File: src/rtl/multicycle_control_fsm.sv
// multicycle_control_fsm: Moore control sequencer for the multi-cycle RV32I datapath.
// Optional feature macro MC_JAL_EN: builds the jal dispatch and JAL state; otherwise jal decodes as illegal.
module multicycle_control_fsm (
  input  logic       clk,
  input  logic       rst,
  input  logic [6:0] Op,
  input  logic [2:0] funct3,
  input  logic [6:0] funct7,
  input  logic       Zero,
  input  logic       mem_ready,
  output logic       mem_req,
  output logic       AdrSrc,
  output logic       IRWrite,
  output logic       PCWrite,
  output logic       MemWrite,
  output logic       RegWrite,
  output logic [1:0] ResultSrc,
  output logic [1:0] ALUSrcA,
  output logic [1:0] ALUSrcB,
  output logic [2:0] ALUControl,
  output logic [1:0] ImmSrc,
  output logic       instr_done,
  output logic       illegal
);

  localparam logic [6:0] OP_LW    = 7'b0000011;
  localparam logic [6:0] OP_SW    = 7'b0100011;
  localparam logic [6:0] OP_RTYPE = 7'b0110011;
  localparam logic [6:0] OP_ITYPE = 7'b0010011;
  localparam logic [6:0] OP_BEQ   = 7'b1100011;
`ifdef MC_JAL_EN
  localparam logic [6:0] OP_JAL   = 7'b1101111;
`endif

  localparam logic [2:0] ALU_ADD = 3'b000;
  localparam logic [2:0] ALU_SUB = 3'b001;
  localparam logic [2:0] ALU_AND = 3'b010;
  localparam logic [2:0] ALU_OR  = 3'b011;
  localparam logic [2:0] ALU_SLT = 3'b101;

  typedef enum logic [3:0] {
    FETCH    = 4'd0,
    DECODE   = 4'd1,
    MEMADR   = 4'd2,
    MEMREAD  = 4'd3,
    MEMWB    = 4'd4,
    MEMWRITE = 4'd5,
    EXECR    = 4'd6,
    ALUWB    = 4'd7,
    EXECI    = 4'd8,
    JAL      = 4'd9,
    BEQ      = 4'd10
  } state_t;

  // Registered Moore control word; the few input-gated strobes are finished combinationally.
  typedef struct packed {
    logic       mem_req;
    logic       adr_src;
    logic       fetch;          // IRWrite/PCWrite follow mem_ready
    logic       pc_write;       // unconditional PC load
    logic       branch;         // PC load gated by Zero
    logic       mem_write;
    logic       reg_write;
    logic       done;           // retire unconditionally this cycle
    logic       done_on_ready;  // retire when mem_ready
    logic       decode;         // opcode legality window
    logic [1:0] result_src;
    logic [1:0] alu_src_a;
    logic [1:0] alu_src_b;
    logic [2:0] alu_control;
  } ctrl_t;

  state_t state_reg;
  state_t state_next;
  ctrl_t  ctrl_reg;
  logic   run_reg;

  logic unused_funct7;
  assign unused_funct7 = ^{funct7[6], funct7[4:0]};

  function automatic ctrl_t ctrl_idle();
    ctrl_t c;
    c            = '0;
    c.alu_src_b  = 2'b10;
    c.result_src = 2'b10;
    return c;
  endfunction

  function automatic logic [2:0] alu_decode(input logic [6:0] op, input logic [2:0] f3,
                                            input logic f7b5);
    logic [2:0] ac;
    case (f3)
      3'b000:  ac = (op[5] && f7b5) ? ALU_SUB : ALU_ADD;
      3'b010:  ac = ALU_SLT;
      3'b110:  ac = ALU_OR;
      3'b111:  ac = ALU_AND;
      default: ac = ALU_ADD;
    endcase
    return ac;
  endfunction

  function automatic logic op_legal(input logic [6:0] op);
    logic ok;
    case (op)
      OP_LW, OP_SW, OP_RTYPE, OP_ITYPE, OP_BEQ: ok = 1'b1;
`ifdef MC_JAL_EN
      OP_JAL:                                   ok = 1'b1;
`endif
      default:                                  ok = 1'b0;
    endcase
    return ok;
  endfunction

  function automatic ctrl_t ctrl_of(input state_t s, input logic [2:0] alu_dec);
    ctrl_t c;
    c = '0;
    case (s)
      FETCH: begin
        c.mem_req     = 1'b1;
        c.fetch       = 1'b1;
        c.alu_src_b   = 2'b10;
        c.result_src  = 2'b10;
        c.alu_control = ALU_ADD;
      end
      DECODE: begin
        c.decode      = 1'b1;
        c.alu_src_a   = 2'b01;
        c.alu_src_b   = 2'b01;
        c.alu_control = ALU_ADD;
      end
      MEMADR: begin
        c.alu_src_a   = 2'b10;
        c.alu_src_b   = 2'b01;
        c.alu_control = ALU_ADD;
      end
      MEMREAD: begin
        c.mem_req     = 1'b1;
        c.adr_src     = 1'b1;
      end
      MEMWB: begin
        c.result_src  = 2'b01;
        c.reg_write   = 1'b1;
        c.done        = 1'b1;
      end
      MEMWRITE: begin
        c.mem_req       = 1'b1;
        c.adr_src       = 1'b1;
        c.mem_write     = 1'b1;
        c.done_on_ready = 1'b1;
      end
      EXECR: begin
        c.alu_src_a   = 2'b10;
        c.alu_src_b   = 2'b00;
        c.alu_control = alu_dec;
      end
      EXECI: begin
        c.alu_src_a   = 2'b10;
        c.alu_src_b   = 2'b01;
        c.alu_control = alu_dec;
      end
      ALUWB: begin
        c.reg_write   = 1'b1;
        c.done        = 1'b1;
      end
`ifdef MC_JAL_EN
      JAL: begin
        c.alu_src_a   = 2'b01;
        c.alu_src_b   = 2'b10;
        c.alu_control = ALU_ADD;
        c.pc_write    = 1'b1;
      end
`endif
      BEQ: begin
        c.alu_src_a   = 2'b10;
        c.alu_src_b   = 2'b00;
        c.alu_control = ALU_SUB;
        c.branch      = 1'b1;
        c.done        = 1'b1;
      end
      default: c = ctrl_idle();
    endcase
    return c;
  endfunction

  // run_reg holds the machine in FETCH for the first edge after reset so the fetch strobes start cleanly.
  always_comb begin
    state_next = state_reg;
    if (run_reg) begin
      case (state_reg)
        FETCH:    state_next = mem_ready ? DECODE : FETCH;
        DECODE: begin
          case (Op)
            OP_LW, OP_SW: state_next = MEMADR;
            OP_RTYPE:     state_next = EXECR;
            OP_ITYPE:     state_next = EXECI;
            OP_BEQ:       state_next = BEQ;
`ifdef MC_JAL_EN
            OP_JAL:       state_next = JAL;
`endif
            default:      state_next = FETCH;
          endcase
        end
        MEMADR:   state_next = (Op == OP_SW) ? MEMWRITE : MEMREAD;
        MEMREAD:  state_next = mem_ready ? MEMWB : MEMREAD;
        MEMWRITE: state_next = mem_ready ? FETCH : MEMWRITE;
        MEMWB:    state_next = FETCH;
        EXECR:    state_next = ALUWB;
        EXECI:    state_next = ALUWB;
        ALUWB:    state_next = FETCH;
`ifdef MC_JAL_EN
        JAL:      state_next = ALUWB;
`endif
        BEQ:      state_next = FETCH;
        default:  state_next = FETCH;
      endcase
    end
  end

  always_ff @(posedge clk or negedge rst) begin
    if (!rst) begin
      run_reg   <= 1'b0;
      state_reg <= FETCH;
      ctrl_reg  <= ctrl_idle();
    end else begin
      run_reg   <= 1'b1;
      state_reg <= state_next;
      ctrl_reg  <= ctrl_of(state_next, alu_decode(Op, funct3, funct7[5]));
    end
  end

  assign mem_req    = ctrl_reg.mem_req;
  assign AdrSrc     = ctrl_reg.adr_src;
  assign IRWrite    = ctrl_reg.fetch & mem_ready;
  assign PCWrite    = (ctrl_reg.fetch & mem_ready) | ctrl_reg.pc_write | (ctrl_reg.branch & Zero);
  assign MemWrite   = ctrl_reg.mem_write;
  assign RegWrite   = ctrl_reg.reg_write;
  assign ResultSrc  = ctrl_reg.result_src;
  assign ALUSrcA    = ctrl_reg.alu_src_a;
  assign ALUSrcB    = ctrl_reg.alu_src_b;
  assign ALUControl = ctrl_reg.alu_control;
  assign instr_done = ctrl_reg.done | (ctrl_reg.done_on_ready & mem_ready);
  assign illegal    = ctrl_reg.decode & ~op_legal(Op);

  always_comb begin
    ImmSrc = 2'b00;
    case (Op)
      OP_SW:   ImmSrc = 2'b01;
      OP_BEQ:  ImmSrc = 2'b10;
`ifdef MC_JAL_EN
      OP_JAL:  ImmSrc = 2'b11;
`endif
      default: ImmSrc = 2'b00;
    endcase
  end

endmodule

File: config.mk
export PLATFORM = sky130hd
export DESIGN_NAME = multicycle_control_fsm
export DESIGN_NICKNAME = d
export VERILOG_FILES = /design/src/rtl/multicycle_control_fsm.sv
export SDC_FILE = /design/constraint.sdc
export NUM_CORES = 1
export LEC_CHECK = 0
export ABC_AREA = 1
export CORE_MARGIN = 3
export CORE_UTILIZATION = 50
export DETAILED_ROUTE_END_ITERATION = 8
export PLACE_DENSITY_LB_ADDON = 0.3
export SYNTH_ARGS = -nofsm -noshare
export SYNTH_HDL_FRONTEND = slang
export SYNTH_SLANG_ARGS = --single-unit
File: constraint.sdc
create_clock -name clk -period 3.6 [get_ports clk]
set_input_delay 0.54 -clock clk [delete_from_list [all_inputs] [get_ports clk]]
set_output_delay 0.54 -clock clk [all_outputs]
set_load 0.01 [all_outputs]
After elaboration in Yosys (flattened, before gate mapping)
Cells that the tools add are included.

Equal/unequal tests: 23. Muxes and demuxes: 22. Bitwise gates (word level): 7. Reductions and logical operators: 15.

Operators with widths (number): case mux 5 bit (5 select lines) (1); equality test 4 x 3 -> 1 bit, second input constant (6); case mux 4 bit (6 select lines) (1); equality test 4 x 2 -> 1 bit, second input constant (4); case mux 4 bit (4 select lines) (1); equality test 7 x 6 -> 1 bit, second input constant (2); equality test 4 bit, second input constant (3); case mux 2 bit (2 select lines) (3); case mux 3 bit (4 select lines) (1); two-way mux 1 bit (11); OR reduction 2 bit (5); two-way mux 3 bit (3); equality test 4 x 1 -> 1 bit, second input constant (2); zero test 4 bit (2); OR reduction 4 bit (2); OR reduction 8 bit (1); equality test 7 x 2 -> 1 bit, second input constant (1); equality test 7 x 5 -> 1 bit, second input constant (1); equality test 7 bit, second input constant (1); equality test 3 bit, second input constant (2); OR reduction 3 bit (2); OR reduction 5 bit (1); bitwise AND 1 bit (4); two-way mux 4 bit (1); other kinds (5) (6).

Register bits after elaboration: 22. Input port bits: 21.

Longest topological paths before layout
Word-level depth: 8. Gate-level depth with buffers: 12. Mapped depth without buffers: 12.

Worst setup path after synthesis
OpenSTA, ideal clock, no wires.

Path type: input to output. From: input Op[3]. To: output illegal. Arrival time: 1035 ps. Path slack: 2025 ps. Stages: 5. Path buffers: 0. Path through: nor2_1 -> nand2_1 -> nor2_1 -> nand2_1 -> o211a_1.

Cells in the longest elaborated chain, start to end: 5. Elaborated cells between the ends (all ways): 9.

RTL lines: start: declaration (RTL line 6) `input logic [6:0] Op,`; equality test 7 x 6 -> 1 bit, or another cell as far along (RTL line 104) `case (op)`; OR reduction 5 bit * (RTL line 104); two-way mux 1 bit * (RTL line 104); NOT 1 bit * (RTL line 242) `assign illegal = ctrl_reg.decode & ~op_legal(Op);`; bitwise AND 1 bit * (RTL line 242); end: declaration (RTL line 23) `output logic illegal`.

Mark *: on every way between the ends. The rest lies on a longest branch, timed or not.

Final worst setup path
From: input Op[4]. To: output illegal.

The elaborated chain is that of the path after synthesis.

==> flow_summary.ini <==
[run_status]
status = finished clean

[floorplan]
core_area_um2 = 2340
die_h_um = 57.24
num_rows = 17
die_w_um = 57.24
io_pins = 40
start_util_pct = 56.10
dieArea_um2 = 3276

[grt]
grt_overflow = 0
grt_max_degree = 23
grt_pass1_vias = 1131
antenna_found_initial = 0
grt_first_pass_wirelength_um = 4816
grt.total_usage_pct = 18.97

[pwr]
switching_share_pct = 32.28
totalPowerFinal_mw = 0.8377
p_clk_share_pct = 22.7
powerDensity_nw_per_um2 = 508.0
p_leak_nw = 0.8776
seq_power_share_pct = 39.3
combPwrFrac_pct = 38.0
p_switching_mw = 0.2704
vdd_drop_max_v = 0.0004485
p_int_mw = 0.5673

[layout]
final_cells = 223
largest_reg_flops = 5
layout_commonest_cell = nand2_1
final_cell_mix = nand2_1, clkdlybuf4s50_1, inv_1
nets = 217
postLayoutCoreUtil_pct = 70.48
area_delta_synth_final_pct = 25.64
drive_gt1_share_pct = 13.85
antenna-diode-count = 0

[place]
dpl.hpwl_um = 2241
dp_slack_ns = 0.9911
portBuffers = 33
dpl.cell_count = 219
place.gp.congestion = 0.7576

[drt]
routed_wl_um = 2789
drt-vias-per-instance = 4.951
vias = 1104
dr.first_iter.drc_count = 22
dr.pass1.iters = 4
ant_nets = 0
drc = 0
wl_per_cell_um = 12.51

[synthesis]
syn_inst = 168
synth.yosys.seq_area_share_pct = 42.14
yosys_warnings = 0
synth_area_um2 = 1313
postSynthAreaPerCell_um2 = 7.813
synth_cell_types = 26
synthesis.nets = 189
ys_ff_latch = 22

[sta]
rsz0062_at_grt = false
worst_pin_slew_ns = 0.9469
clock.fmax_ghz = 0.3855
finalHoldViolations = 0
finClkSkew_ns = 0.006208
slew_headroom_pct = 36.68
finalSetupTns_ns = 0
setup_viol = 0
fin_crit_ns = 2.594
fin_ws_ns = 1.006
slew_violations = 0
fin_crit_sh_pct = 72.06

[cts]
ctsRootBufferMaster = clkbuf_4
worstSkewPairLatency_ns = 0.32
cts_tree = yes
clk_pin_slew_ns = 0.13
clk_path_buf_depth = 2
cts_setup_buffers = 0
cts_hold_buf = 0
h-tree-depth = 1
cts_buffers = 3
clock-sinks = 22
cts_resized = 0

[min_path]
hp-class = reg2reg

[critical_path]
slowest_delay_ns = 0.53
worstPathRequired_ns = 3.06
worstSetupPathType = in2out
crit_slowest_cell = clkdlybuf4s50_1
path_buf_inv = 3
critPathTopFamily = buffers and inverters
worst_ep_arrival_time_ns = 2.05
cp-end-kind = output port
setup.worst_path.start_class = input pin
crit_chain = clkdlybuf4s50_1, inv_1, nor2_1, nor2_1, nand2_1, o211a_1, clkdlybuf4s50_1
worstPathMaxFanout = 2

[run]
maxCapViolCount = 0
## worst reg2reg max path, cell delays in order (launching register included)
cell      delay [ns]
dfrtp_1         0.43
nor2_2          0.24
nand3b_1        0.11
nor2_1          0.11
nor2_1          0.05
nand2_1         0.07
nand2_2         0.09
nand2_4         0.14
nor2_4          0.06
nand2_1         0.14
nand3_1         0.10
## power groups by stage
| stage | sequential, mW | combinational, mW | clock [mW] |
|---|---|---|---|
| detailed placement | 0.335 | 0.319 | 0 |
| floorplan | 0.332 | 0.210 | 0 |
| finish | 0.329 | 0.318 | 0.190 |
| global placement | 0.332 | 0.309 | 0 |
| global route | 0.337 | 0.348 | 0.202 |
| CTS | 0.330 | 0.322 | 0.193 |
## Yosys cell counts (all sizes together)
library cell	number	share of area (%)
a31oi	1	0.48
nand3	16	6.9
dfstp	2	4.0
inv	27	7.7
o211ai	1	0.57
o211a	1	0.76
a21o	1	0.57
and2	1	0.67
nand3b	2	1.1
nor2	30	11
a21oi	2	2.5
nand2	47	16
dfrtp	20	38
conb	1	0.29
clkbuf	1	1.0
nand4	1	0.48
o21ai	5	2.5
buf	9	5.1
## path summary, 6_finish.rpt
path,to,from,depth (start not counted),slack (ns)
max,illegal,Op[4],7,1.01
min,state_reg[3],state_reg[3],2,0.72
max reg2reg,ALUControl[0],state_reg[2],10,1.94
min reg2reg,state_reg[3],state_reg[3],2,0.72
max in group asynchronous,ALUSrcB[0],rst,1,2.29
min in group asynchronous,state_reg[0],rst,1,0.73
## cell families (layout without fill, tap and decap cells)
logic type      count (synthesis)  count (layout)  share of synthesized area, %
simple gates                   97              97                         36.32
buf+inv                        37              64                         13.92
flops                          22              22                         42.14
compound gates                 11              11                         7.341
other cells                     1               1                        0.2857
## through the flow
| stage | hold WS [ns] | area (um2) |
|---|---|---|
| 3_3_place_gp | 0.6915 | 1597 |
| 4_1_cts | 0.7261 | 1649 |
| 2_1_floorplan | 0.2444 | 1313 |
| 6_report | 0.7234 | 1649 |
| 5_1_grt | 0.7997 | 1649 |
| 3_5_place_dp | 0.7067 | 1597 |
## layer usage
metal	track usage, %	vias up	part of all wire (%)
li1	-	565	-
met1	21.17	500	41
met2	34.58	30	51
met3	4.977	9	5.0
met4	6.623	0	2.8
met5	0	-	0
## cell type report
type                    count  area [um2]
repair buffers             33       330.3
inverters                  27       101.3
multi-input cells         109       576.8
clock buffers               3       22.52
well taps                  28       35.03
fillers                   186       690.7
clock inverters             1       30.03
flip-flops and latches     22       553.0
(Power assumes the default switching activity.)
==> edit, RTL diff (config.mk and constraints unchanged) <==
The option `MC_JAL_EN` is turned on by a define.
--- a/src/rtl/multicycle_control_fsm.sv
+++ b/src/rtl/multicycle_control_fsm.sv
@@ -2,2 +2,4 @@
 // Optional feature macro MC_JAL_EN: builds the jal dispatch and JAL state; otherwise jal decodes as illegal.
+`define MC_JAL_EN
+
 module multicycle_control_fsm (
Check against the original RTL: not equivalent (Yosys sat finds a counterexample within 4 cycles, from zero or initial values and one cycle with rst low).
==> edit against the unedited design <==
  * Fmax is 4.8% lower
  * Sequential cell count is 1 higher
  * Synthesized area up 13%
  * Sequential power grew 6.7%
  * Routed wire length rose by 3.2%
  * Design area up 10%
  * Non-clock buffer count unchanged
  * Setup slack lost 130 ps
  * Via count up 8.2%
  * Cell count up 5.4%
  * Combinational power grew 31%
  * Total power grew 5.5%
  * Utilization fell by 5.3 points
  * Largest power group is now combinational cells
==> edit: results <==
logic_synthesis:
  ys_seq_area_frac: 0.3899
  synth_cells: 176
  ys_types: 30
  syn-num-nets: 197
  top_post_synthesis_cells_by_count: "40 x nand2_1, 21 x dfrtp_1, 17 x inv_1"
drt:
  detail_route.iter0.violations: 53
  detail_route.wirelength_um: 2879
  detail_route.wl_per_cell_um: 12.25
  vias_per_cell: 5.085
grt:
  grt_pass1_wl_um: 4892
  grt_start_max_net_pins: 24
  grt_use_total: 0.1755
  vias_in_the_first_global_route: 1153
power:
  power.static_leakage_nw: 0.8894
  worst_ir_drop_vdd_mv: 0.3788
critical_path:
  crit_arrival_ps: 2190
  r2r_start: "state_reg[1]"
  worstRegToRegCells: 11
  worstPathMaxFanout: 4
min_path:
  holdCritPathClass: "in2async"
status:
  outcome: "finished clean"
sta:
  holdWs_ps: 755.3
  clock_skew_ps: 12.35
  worst_slew_margin_rel: 0.3450
  final.min_clock_period_ps: 2726
layout:
  drive_gt1_frac: 0.2402
  nFillCells: 241
  number_of_flip_flops_under_the_largest_register_name: 6
  final_nets: 226
placed_design:
  placement.setup.worst_slack_ps: 874.7
  place_congestion: 0.8338
  dpl_cell_area_um2: 1784
  place_hpwl_um: 2370
-- edit: power by group --
group	total [mW]	switching [mW]	internal, mW
combinational	0.415	0.230	0.185
sequential	0.351	0.0294	0.321
clock	0.118	0.0754	0.0424
-- edit: cell families after synthesis --
kind of cell / Yosys count / synth area share
simple gates: 105 / 0.4329
buf+inv: 35 / 0.1165
compound gates: 12 / 0.05823
flops: 23 / 0.3899
other cells: 1 / 0.002529
-- edit: area by class of cell --
type | count | area [µm²] | area share
clock inverter | 1 | 7.507 | 0.004138
tap | 31 | 38.79 | 0.02138
sequential | 23 | 578.1 | 0.3186
inverter | 26 | 105.1 | 0.05793
timing repair buffer | 33 | 330.3 | 0.1821
multi-input combinational | 118 | 732.0 | 0.4034
clock buffer | 3 | 22.52 | 0.01241
-- edit: per-layer routing --
layer  vias up  GRT usage  wire (µm)
met5         -          0          0
met4         0    0.02786         14
met3         2    0.03830        120
met2        21     0.3009       1451
met1       574     0.2336       1292
li1        598          -          -
